<file path="config.mk">
export PLATFORM = sky130hd
export DESIGN_NAME = cond_logic
export DESIGN_NICKNAME = d
export VERILOG_FILES = /design/src/rtl/cond_logic.sv
export SDC_FILE = /design/constraint.sdc
export NUM_CORES = 1
export LEC_CHECK = 0
export BUFFER_PORTS_ARGS = -buffer_cell sky130_fd_sc_hd__buf_2
export CAP_MARGIN = 15
export CORE_AREA = 8 8 45 47
export DETAILED_ROUTE_END_ITERATION = 8
export DIE_AREA = 0 0 53 55
export GPL_TIMING_DRIVEN = 0
export HOLD_SLACK_MARGIN = 0.03
export PLACE_DENSITY = 0.68
export SLEW_MARGIN = 10
export SYNTH_ARGS = -nofsm -noshare
export SYNTH_HDL_FRONTEND = slang
export SYNTH_SLANG_ARGS = --single-unit
</file>
<file path="constraint.sdc">
create_clock -name clk -period 3.6 [get_ports clk]
set_input_delay 0.72 -clock clk [delete_from_list [all_inputs] [get_ports clk]]
set_output_delay 0.72 -clock clk [all_outputs]
set_load 0.03 [all_outputs]
</file>
<file path="src/rtl/cond_logic.sv">
// cond_logic -- condition stage of the multicycle ARM core.
// Holds the NZCV flag register and evaluates the instruction condition field
// once per instruction, in the decode cycle that follows the IRWrite fetch cycle.
// Uses the latched condition result to gate the decoder's PCS/RegW/MemW/FlagW
// requests into the architectural write enables.
// Optional feature: define COND_PERF_CNT_EN to add saturating ExecCount/SkipCount
// counters of passing and failing decode cycles.
module cond_logic #(
  parameter int CNT_W = 16
) (
  input  logic             clk,
  input  logic             reset,
  input  logic [3:0]       Cond,
  input  logic [3:0]       ALUFlags,
  input  logic [1:0]       FlagW,
  input  logic             PCS,
  input  logic             NextPC,
  input  logic             RegW,
  input  logic             MemW,
  input  logic             IRWrite,
  output logic             PCWrite,
  output logic             RegWrite,
  output logic             MemWrite,
  output logic [3:0]       Flags,
  output logic             CondEx
`ifdef COND_PERF_CNT_EN
  ,
  output logic [CNT_W-1:0] ExecCount,
  output logic [CNT_W-1:0] SkipCount
`endif
);

  // ARM condition field encodings.
  localparam logic [3:0] COND_EQ = 4'b0000;
  localparam logic [3:0] COND_NE = 4'b0001;
  localparam logic [3:0] COND_CS = 4'b0010;
  localparam logic [3:0] COND_CC = 4'b0011;
  localparam logic [3:0] COND_MI = 4'b0100;
  localparam logic [3:0] COND_PL = 4'b0101;
  localparam logic [3:0] COND_VS = 4'b0110;
  localparam logic [3:0] COND_VC = 4'b0111;
  localparam logic [3:0] COND_HI = 4'b1000;
  localparam logic [3:0] COND_LS = 4'b1001;
  localparam logic [3:0] COND_GE = 4'b1010;
  localparam logic [3:0] COND_LT = 4'b1011;
  localparam logic [3:0] COND_GT = 4'b1100;
  localparam logic [3:0] COND_LE = 4'b1101;
  localparam logic [3:0] COND_AL = 4'b1110;

  // Flag register bit positions within {N,Z,C,V}.
  localparam int FLAG_N = 3;
  localparam int FLAG_Z = 2;
  localparam int FLAG_C = 1;
  localparam int FLAG_V = 0;

  logic flag_n;
  logic flag_z;
  logic flag_c;
  logic flag_v;
  logic n_eq_v;
  logic cond_pass;
  logic dec_q;
  logic write_nz;
  logic write_cv;

  assign flag_n = Flags[FLAG_N];
  assign flag_z = Flags[FLAG_Z];
  assign flag_c = Flags[FLAG_C];
  assign flag_v = Flags[FLAG_V];
  assign n_eq_v = (flag_n == flag_v);

  // Evaluate the condition field against the registered (pre-update) flags.
  // NOTE: give every always_comb output a default first so no path infers a latch.
  always_comb begin
    cond_pass = 1'b0;
    case (Cond)
      COND_EQ: cond_pass = flag_z;
      COND_NE: cond_pass = ~flag_z;
      COND_CS: cond_pass = flag_c;
      COND_CC: cond_pass = ~flag_c;
      COND_MI: cond_pass = flag_n;
      COND_PL: cond_pass = ~flag_n;
      COND_VS: cond_pass = flag_v;
      COND_VC: cond_pass = ~flag_v;
      COND_HI: cond_pass = flag_c & ~flag_z;
      COND_LS: cond_pass = ~flag_c | flag_z;
      COND_GE: cond_pass = n_eq_v;
      COND_LT: cond_pass = ~n_eq_v;
      COND_GT: cond_pass = ~flag_z & n_eq_v;
      COND_LE: cond_pass = flag_z | ~n_eq_v;
      COND_AL: cond_pass = 1'b1;
      default: cond_pass = 1'b0; // NV never executes
    endcase
  end

  // Flag-group writes only land when the current instruction passed its condition.
  assign write_nz = FlagW[1] & CondEx;
  assign write_cv = FlagW[0] & CondEx;

  // Mark the decode cycle: one cycle after each IRWrite fetch cycle.
  // NOTE: sequential state uses non-blocking assignments so every register
  // samples pre-edge values, which is what lets decode see the old Flags.
  always_ff @(posedge clk or negedge reset) begin
    if (!reset) begin
      dec_q <= 1'b0;
    end else begin
      dec_q <= IRWrite;
    end
  end

  // Latch the condition result in each decode cycle; hold it for the rest of the instruction.
  always_ff @(posedge clk or negedge reset) begin
    if (!reset) begin
      CondEx <= 1'b0;
    end else if (dec_q) begin
      CondEx <= cond_pass;
    end
  end

  // Update the N,Z and C,V flag pairs independently under their write enables.
  always_ff @(posedge clk or negedge reset) begin
    if (!reset) begin
      Flags <= 4'b0000;
    end else begin
      if (write_nz) Flags[FLAG_N:FLAG_Z] <= ALUFlags[FLAG_N:FLAG_Z];
      if (write_cv) Flags[FLAG_C:FLAG_V] <= ALUFlags[FLAG_C:FLAG_V];
    end
  end

  // Architectural write enables, combinational from the registered condition result.
  assign PCWrite  = (PCS & CondEx) | NextPC;
  assign RegWrite = RegW & CondEx;
  assign MemWrite = MemW & CondEx;

`ifdef COND_PERF_CNT_EN
  // Count passing and failing decode cycles; each counter sticks at all-ones.
  always_ff @(posedge clk or negedge reset) begin
    if (!reset) begin
      ExecCount <= '0;
      SkipCount <= '0;
    end else if (dec_q) begin
      if (cond_pass) begin
        if (ExecCount != '1) ExecCount <= ExecCount + CNT_W'(1);
      end else begin
        if (SkipCount != '1) SkipCount <= SkipCount + CNT_W'(1);
      end
    end
  end
`endif

endmodule

</file>
==> results.py, run 1 <==
metrics = {
    "status": {
        "status": "finished clean",
    },
    "clock_network": {
        "clk_path_buf_depth": 2,
        "cts_resized": 0,
        "holdBufCountCts": 0,
        "root_buffer": "clkbuf_4",
        "cts_tree": "built",
        "cts_setup_buffers": 0,
        "cts.clk_slew.worst_paths_ns": 0.04,
        "numCtsBuffers": 3,
        "cts_max_level": 1,
        "cts_num_sinks": 6,
        "insertion_delay_ns": 0.24,
    },
    "floorplan": {
        "start_util": 0.288,
        "core.rowCount": 14,
        "coreArea_um2": 1380,
        "dieArea_um2": 2920,
        "dieHeight_um": 55,
        "ios": 25,
        "die_width_um": 53,
    },
    "global_route": {
        "grt_use_total": 0.0774,
        "grt_overflow_total": 0,
        "grt_max_degree": 8,
        "grt_pass1_wl_mm": 1.68,
        "grt_pass1_vias": 414,
        "antenna_found_initial": 0,
    },
    "critical_path": {
        "worstPathArrival_ns": 1.14,
        "endpoint_kind": "output pin",
        "required_ns": 2.88,
        "rrSetupSlack_ns": 2.06,
        "crit_type": "in -> out",
        "start_kind": "primary input",
        "cp_max_fo": 1,
    },
    "power_and_ir_drop": {
        "sequentialPowerShare": 0.308,
        "switching_share": 0.443,
        "netSwitchingPower_mw": 0.188,
        "p_int_mw": 0.237,
        "pwr-share-comb": 0.554,
        "vdd_drop_max_mv": 0.345,
        "p_per_area_nw_per_um2": 764,
        "clkPwrFrac": 0.137,
        "power_leakage_nw": 0.272,
    },
    "logic_synthesis": {
        "yosys.area.top_type_share": 0.376,
        "ys_seq_area_frac": 0.376,
        "ys_seq_elements": 6,
        "syn_avg_cell_area_um2": 10.5,
        "syn_nets": 55,
        "syn-cell-area_um2": 399,
        "syn_inst": 38,
        "yosysWarningCount": 0,
        "synth_area_leaders": "dfrtp_1, mux2_2, xnor2_1, mux2i_1, a2bb2oi_2",
        "ys_types": 19,
        "yosys.area.top_type": "dfrtp_1",
    },
    "sta": {
        "setup_viol": 0,
        "slew_headroom": 0.780,
        "finalHoldViolations": 0,
        "final.setup.tns_ns": 0,
        "tightest_slew_ns": 0.330,
        "slew_violations": 0,
        "max_freq_ghz": 0.537,
        "clock_skew_ns": 0.00151,
        "finalWorstSetupSlack_ns": 1.74,
        "grt_setup_unrepaired": "false",
        "finalCriticalPeriod_ns": 1.86,
        "holdWs_ns": 0.298,
        "min_period_over_period": 0.518,
    },
    "place": {
        "numPortBuffers": 23,
        "dp_slack_ns": 1.64,
        "place_congestion": 0.619,
    },
    "final_layout": {
        "nNetsFinal": 83,
        "drive_gt1_frac": 0.516,
        "synthToLayoutAreaGrowth_pct": 39.5,
        "n_antenna_cell": 0,
        "final_common_cell": "buf_2",
        "final_cell_mix": "buf_2, dfrtp_1, mux2_2, nand2_1, xnor2_1",
    },
    "hold_path": {
        "hp-class": "in -> async",
    },
    "drt": {
        "viasPerCell": 4.78,
        "dr.pass1.iters": 2,
        "wl_per_cell_um": 12.6,
        "drc": 0,
        "wirelength_mm": 1.01,
        "vias": 382,
        "drt_iter0_markers": 3,
        "antenna_left": 0,
    },
    "job": {
        "max_cap_violations": 0,
    },
}
final timing paths:
check | end | start | cells after the start
worst max register to register | CondEx | Flags[3] | 5
worst max-delay path | PCWrite | PCS | 3
worst min register to register | CondEx | dec_q | 1
min in group clk | CondEx | dec_q | 1
worst min-delay path | Flags[1] | reset | 1
max in group asynchronous | Flags[2] | reset | 1
logic make-up (layout without fill, tap and decap cells):
logic type,Yosys count,in the layout,share of synthesized area
flip-flops,6,6,0.376
AND/OR/NAND/NOR,12,12,0.163
AO/OA/AOI/OAI,7,7,0.163
XOR/XNOR,4,4,0.0878
buffers and inverters,2,28,0.0188
multiplexers,7,7,0.191
cells in the mapped netlist:
cell / count
o221ai_2: 1
a2bb2oi_2: 1
clkbuf_1: 1
or3_1: 1
nor2_1: 2
nand2_1: 4
and2_1: 2
and3b_1: 1
a21o_1: 1
nor2b_1: 1
xnor2_1: 4
mux2_2: 5
nand4b_1: 1
a22oi_1: 1
a32o_1: 1
o21ai_0: 2
mux2i_1: 2
inv_1: 1
dfrtp_1: 6
final cells by class:
type,count,area (µm²)
timing repair buffer,23,115
multi-input combinational,30,241
inverter,1,3.75
clock buffer,3,22.5
sequential,6,150
buffer,1,3.75
fill,137,827
tap,16,20.0
critical path, cell delays in order:
cell and delay [ns]:
buf_2 0.10, a21o_1 0.16, buf_2 0.17
flip-flops by register name, summed over array words and instances, names as in the netlist:
| register | flops |
|---|---|
| Flags | 4 |
| CondEx | 1 |
| dec_q | 1 |
layer usage:
| layer | wire (µm) | vias up | track usage |
|---|---|---|---|
| met5 | 0 | - | 0 |
| met4 | 19 | 0 | 0.0647 |
| met3 | 44 | 2 | 0.0214 |
| met2 | 495 | 16 | 0.121 |
| met1 | 448 | 175 | 0.0862 |
| li1 | - | 189 | - |
through the flow:
step	total power, mW	utilization	instance area, µm²	cells
2_1_floorplan	0.304	-	399	38
3_3_place_gp	0.366	0.386	534	77
3_5_place_dp	0.370	0.386	534	77
4_1_cts	0.432	0.402	557	80
5_1_grt	0.464	0.402	557	80
6_report	0.425	0.402	557	80
power by group through the flow:
| stage | registers [mW] | logic, mW | clock network, mW |
|---|---|---|---|
| after global placement | 0.130 | 0.237 | 0 |
| after floorplan | 0.180 | 0.124 | 0 |
| after global routing | 0.136 | 0.257 | 0.0707 |
| after detailed placement | 0.132 | 0.238 | 0 |
| after CTS | 0.131 | 0.239 | 0.0615 |
| final | 0.131 | 0.236 | 0.0584 |
No activity file was read; power rests on OpenSTA's default activity.
==> run 2, diff against run 1 <==
--- a/config.mk
+++ b/config.mk
@@ -5,6 +5,7 @@
 export SDC_FILE = /design/constraint.sdc
 export NUM_CORES = 1
 export LEC_CHECK = 0
+export ABC_AREA = 1
 export BUFFER_PORTS_ARGS = -buffer_cell sky130_fd_sc_hd__buf_2
 export CAP_MARGIN = 15
 export CORE_AREA = 8 8 45 47
@@ -12,7 +13,7 @@
 export DIE_AREA = 0 0 53 55
 export GPL_TIMING_DRIVEN = 0
 export HOLD_SLACK_MARGIN = 0.03
-export PLACE_DENSITY = 0.68
+export PLACE_DENSITY = 0.75
 export SLEW_MARGIN = 10
 export SYNTH_ARGS = -nofsm -noshare
 export SYNTH_HDL_FRONTEND = slang
==> constraint.sdc (replaced) <==
create_clock -name clk -period 1.54 [get_ports clk]
set_input_delay 0.308 -clock clk [delete_from_list [all_inputs] [get_ports clk]]
set_output_delay 0.308 -clock clk [all_outputs]
set_load 0.03 [all_outputs]
==> run 2 against run 1 <==
Global-route usage up 2.6 points; synthesized area grew 17%; routed wire length is 34% higher; non-clock buffer count rose by 1; setup slack worse by 1.5 ns; via count is 48% higher; largest cell class unchanged.
==> results.py, run 2 <==
metrics = {
    "status": {
        "status": "finished clean",
    },
    "final_layout": {
        "regArea_um2": 150,
        "nFillCells": 154,
        "final_cell_mix": "nand2_1, buf_2, inv_1, nand3_1, nor2_1",
        "stdcell_count": 122,
        "stdcell_area_um2": 633,
        "drive_gt1_frac": 0.292,
        "final_util": 0.458,
        "top_regs": "Flags: 4 flops, CondEx: 1 flops, dec_q: 1 flops",
        "nNetsFinal": 125,
        "synthToLayoutAreaGrowth_pct": 36.0,
        "largest_register_ffs": 4,
        "n_antenna_cell": 0,
        "final_common_cell": "nand2_1",
        "regMostFlops": "Flags",
        "multiInputGateArea_um2": 251,
    },
    "logic_synthesis": {
        "yosysWarningCount": 0,
        "syn_nets": 96,
        "ys_types": 13,
        "ys_seq_area_frac": 0.323,
        "syn_inst": 79,
        "ys_seq_elements": 6,
        "synthArstFlopShare": 1.00,
        "yosys.area.top_type": "dfrtp_1",
        "syn_avg_cell_area_um2": 5.89,
        "synth_most_common_cell": "nand2_1",
        "synth-edff-count": 0,
        "yosys.area.top_type_share": 0.323,
        "ys.flop_type": "dfrtp_1",
        "synth_common_cells": "nand2_1, inv_1, nand3_1",
        "synth_area_leaders": "dfrtp_1, nand2_1, nand3_1, inv_1, nor2_1",
        "syn-cell-area_um2": 465,
    },
    "hold_path": {
        "hp-class": "in -> reg",
    },
    "place": {
        "place_area_um2": 601,
        "numPortBuffers": 23,
        "dp_slack_ns": 0.342,
        "dp_hpwl_mm": 1.11,
        "place_inst": 118,
        "place_congestion": 0.793,
    },
    "clock_network": {
        "insertion_delay_ns": 0.24,
        "cts_max_level": 1,
        "cts.clk_slew.worst_paths_ns": 0.04,
        "clk_path_buf_depth": 2,
        "cts_resized": 0,
        "cts_tree": "built",
        "cts_num_sinks": 6,
        "numCtsBuffers": 3,
        "root_buffer": "clkbuf_4",
    },
    "floorplan": {
        "dieHeight_um": 55,
        "coreArea_um2": 1380,
        "dieArea_um2": 2920,
        "ios": 25,
        "core.rowCount": 14,
        "die_width_um": 53,
        "start_util": 0.336,
    },
    "sta": {
        "max_freq_ghz": 0.751,
        "final.setup.tns_ns": 0,
        "min_period_over_period": 0.865,
        "finalCriticalPeriod_ns": 1.33,
        "slew_violations": 0,
        "finalWorstSetupSlack_ns": 0.208,
        "tightest_slew_ns": 0.227,
        "clock_skew_ns": 0.000273,
        "grt_setup_unrepaired": "false",
        "holdWs_ns": 0.175,
        "finalHoldViolations": 0,
        "slew_headroom": 0.848,
        "setup_viol": 0,
    },
    "drt": {
        "antenna_left": 0,
        "wirelength_mm": 1.35,
        "drt_iter0_markers": 22,
        "dr.pass1.iters": 4,
        "drc": 0,
        "wl_per_cell_um": 11.1,
        "viasPerCell": 4.64,
        "vias": 566,
    },
    "critical_path": {
        "reg2reg_from": "Flags[0]",
        "critPathLaunch": "CondEx",
        "endpoint": "PCWrite",
        "worstPathArrival_ns": 1.02,
        "cp_max_fo": 7,
        "rrSetupSlack_ns": 0.34,
        "reg2reg_depth": 8,
        "start_kind": "flop",
        "required_ns": 1.23,
        "crit_type": "reg -> out",
        "endpoint_kind": "output pin",
        "worstReg2RegEnd": "CondEx",
    },
    "global_route": {
        "antenna_found_initial": 0,
        "grt_pass1_vias": 599,
        "grt_use_total": 0.104,
        "grt_overflow_total": 0,
        "grt_max_degree": 10,
        "grt_pass1_wl_mm": 2.33,
    },
    "job": {
        "max_cap_violations": 0,
    },
    "power_and_ir_drop": {
        "power_leakage_nw": 0.398,
        "vdd_drop_max_mv": 0.798,
        "p_per_area_nw_per_um2": 1590,
        "finalPower_mw": 1.01,
    },
}
## run 2: changes by cell type after synthesis, sizes merged, moves of 2 or more
cell	previous run	this run
a21oi	0	5
and2	2	0
inv	1	15
mux2	5	0
mux2i	2	0
nand2	4	28
nand3	0	11
nor2	2	10
xnor2	4	0
## run 2: kinds of logic (layout without fill, tap and decap cells)
kind of cell    after synthesis  in the layout  synth area share
compound gates                8              8             0.105
buf+inv                      16             43             0.137
flops                         6              6             0.323
simple gates                 49             49             0.435
## run 2: cell type report
type,instances,area share
repair buffers,24,0.198
flip-flops and latches,6,0.237
clock buffers,3,0.0356
plain buffers,1,0.0119
well taps,16,0.0316
inverters,15,0.0889
multi-input cells,57,0.397
## run 2: how the worst min path moves through the flow
stage	startpoint	to	slack (ns)	cells after the start
after global placement	reset	CondEx	0.13	1
final	IRWrite	dec_q	0.17	1
after detailed placement	reset	dec_q	0.14	1
after CTS	IRWrite	dec_q	0.17	1
after floorplan	reset	CondEx	0.01	0
after global routing	IRWrite	dec_q	0.17	1
## run 2: report_power, final
part | switching, mW | internal [mW] | leakage [nW]
registers | 0.0743 | 0.226 | 0.0673
logic | 0.394 | 0.177 | 0.317
clock network | 0.0508 | 0.0877 | 0.0138
## run 2: critical path, cell delays in order (launching register included)
cell	delay (ns)
dfrtp_1	0.43
a21o_1	0.18
buf_2	0.17
## run 2: routing by layer
metal	share of wire	vias to the layer above	global-route usage
li1	-	296	-
met1	0.39	251	0.0983
met2	0.54	17	0.195
met3	0.063	2	0.0267
met4	0.0081	0	0.0647
met5	0	-	0
## run 2: timing repair
action / 4_1_cts / 5_1_grt
endpoints found under the hold margin: 6 / 0
buffers inserted: 0 / 0
setup endpoints to repair: 0 / 0
hold buffers: 1 / 0
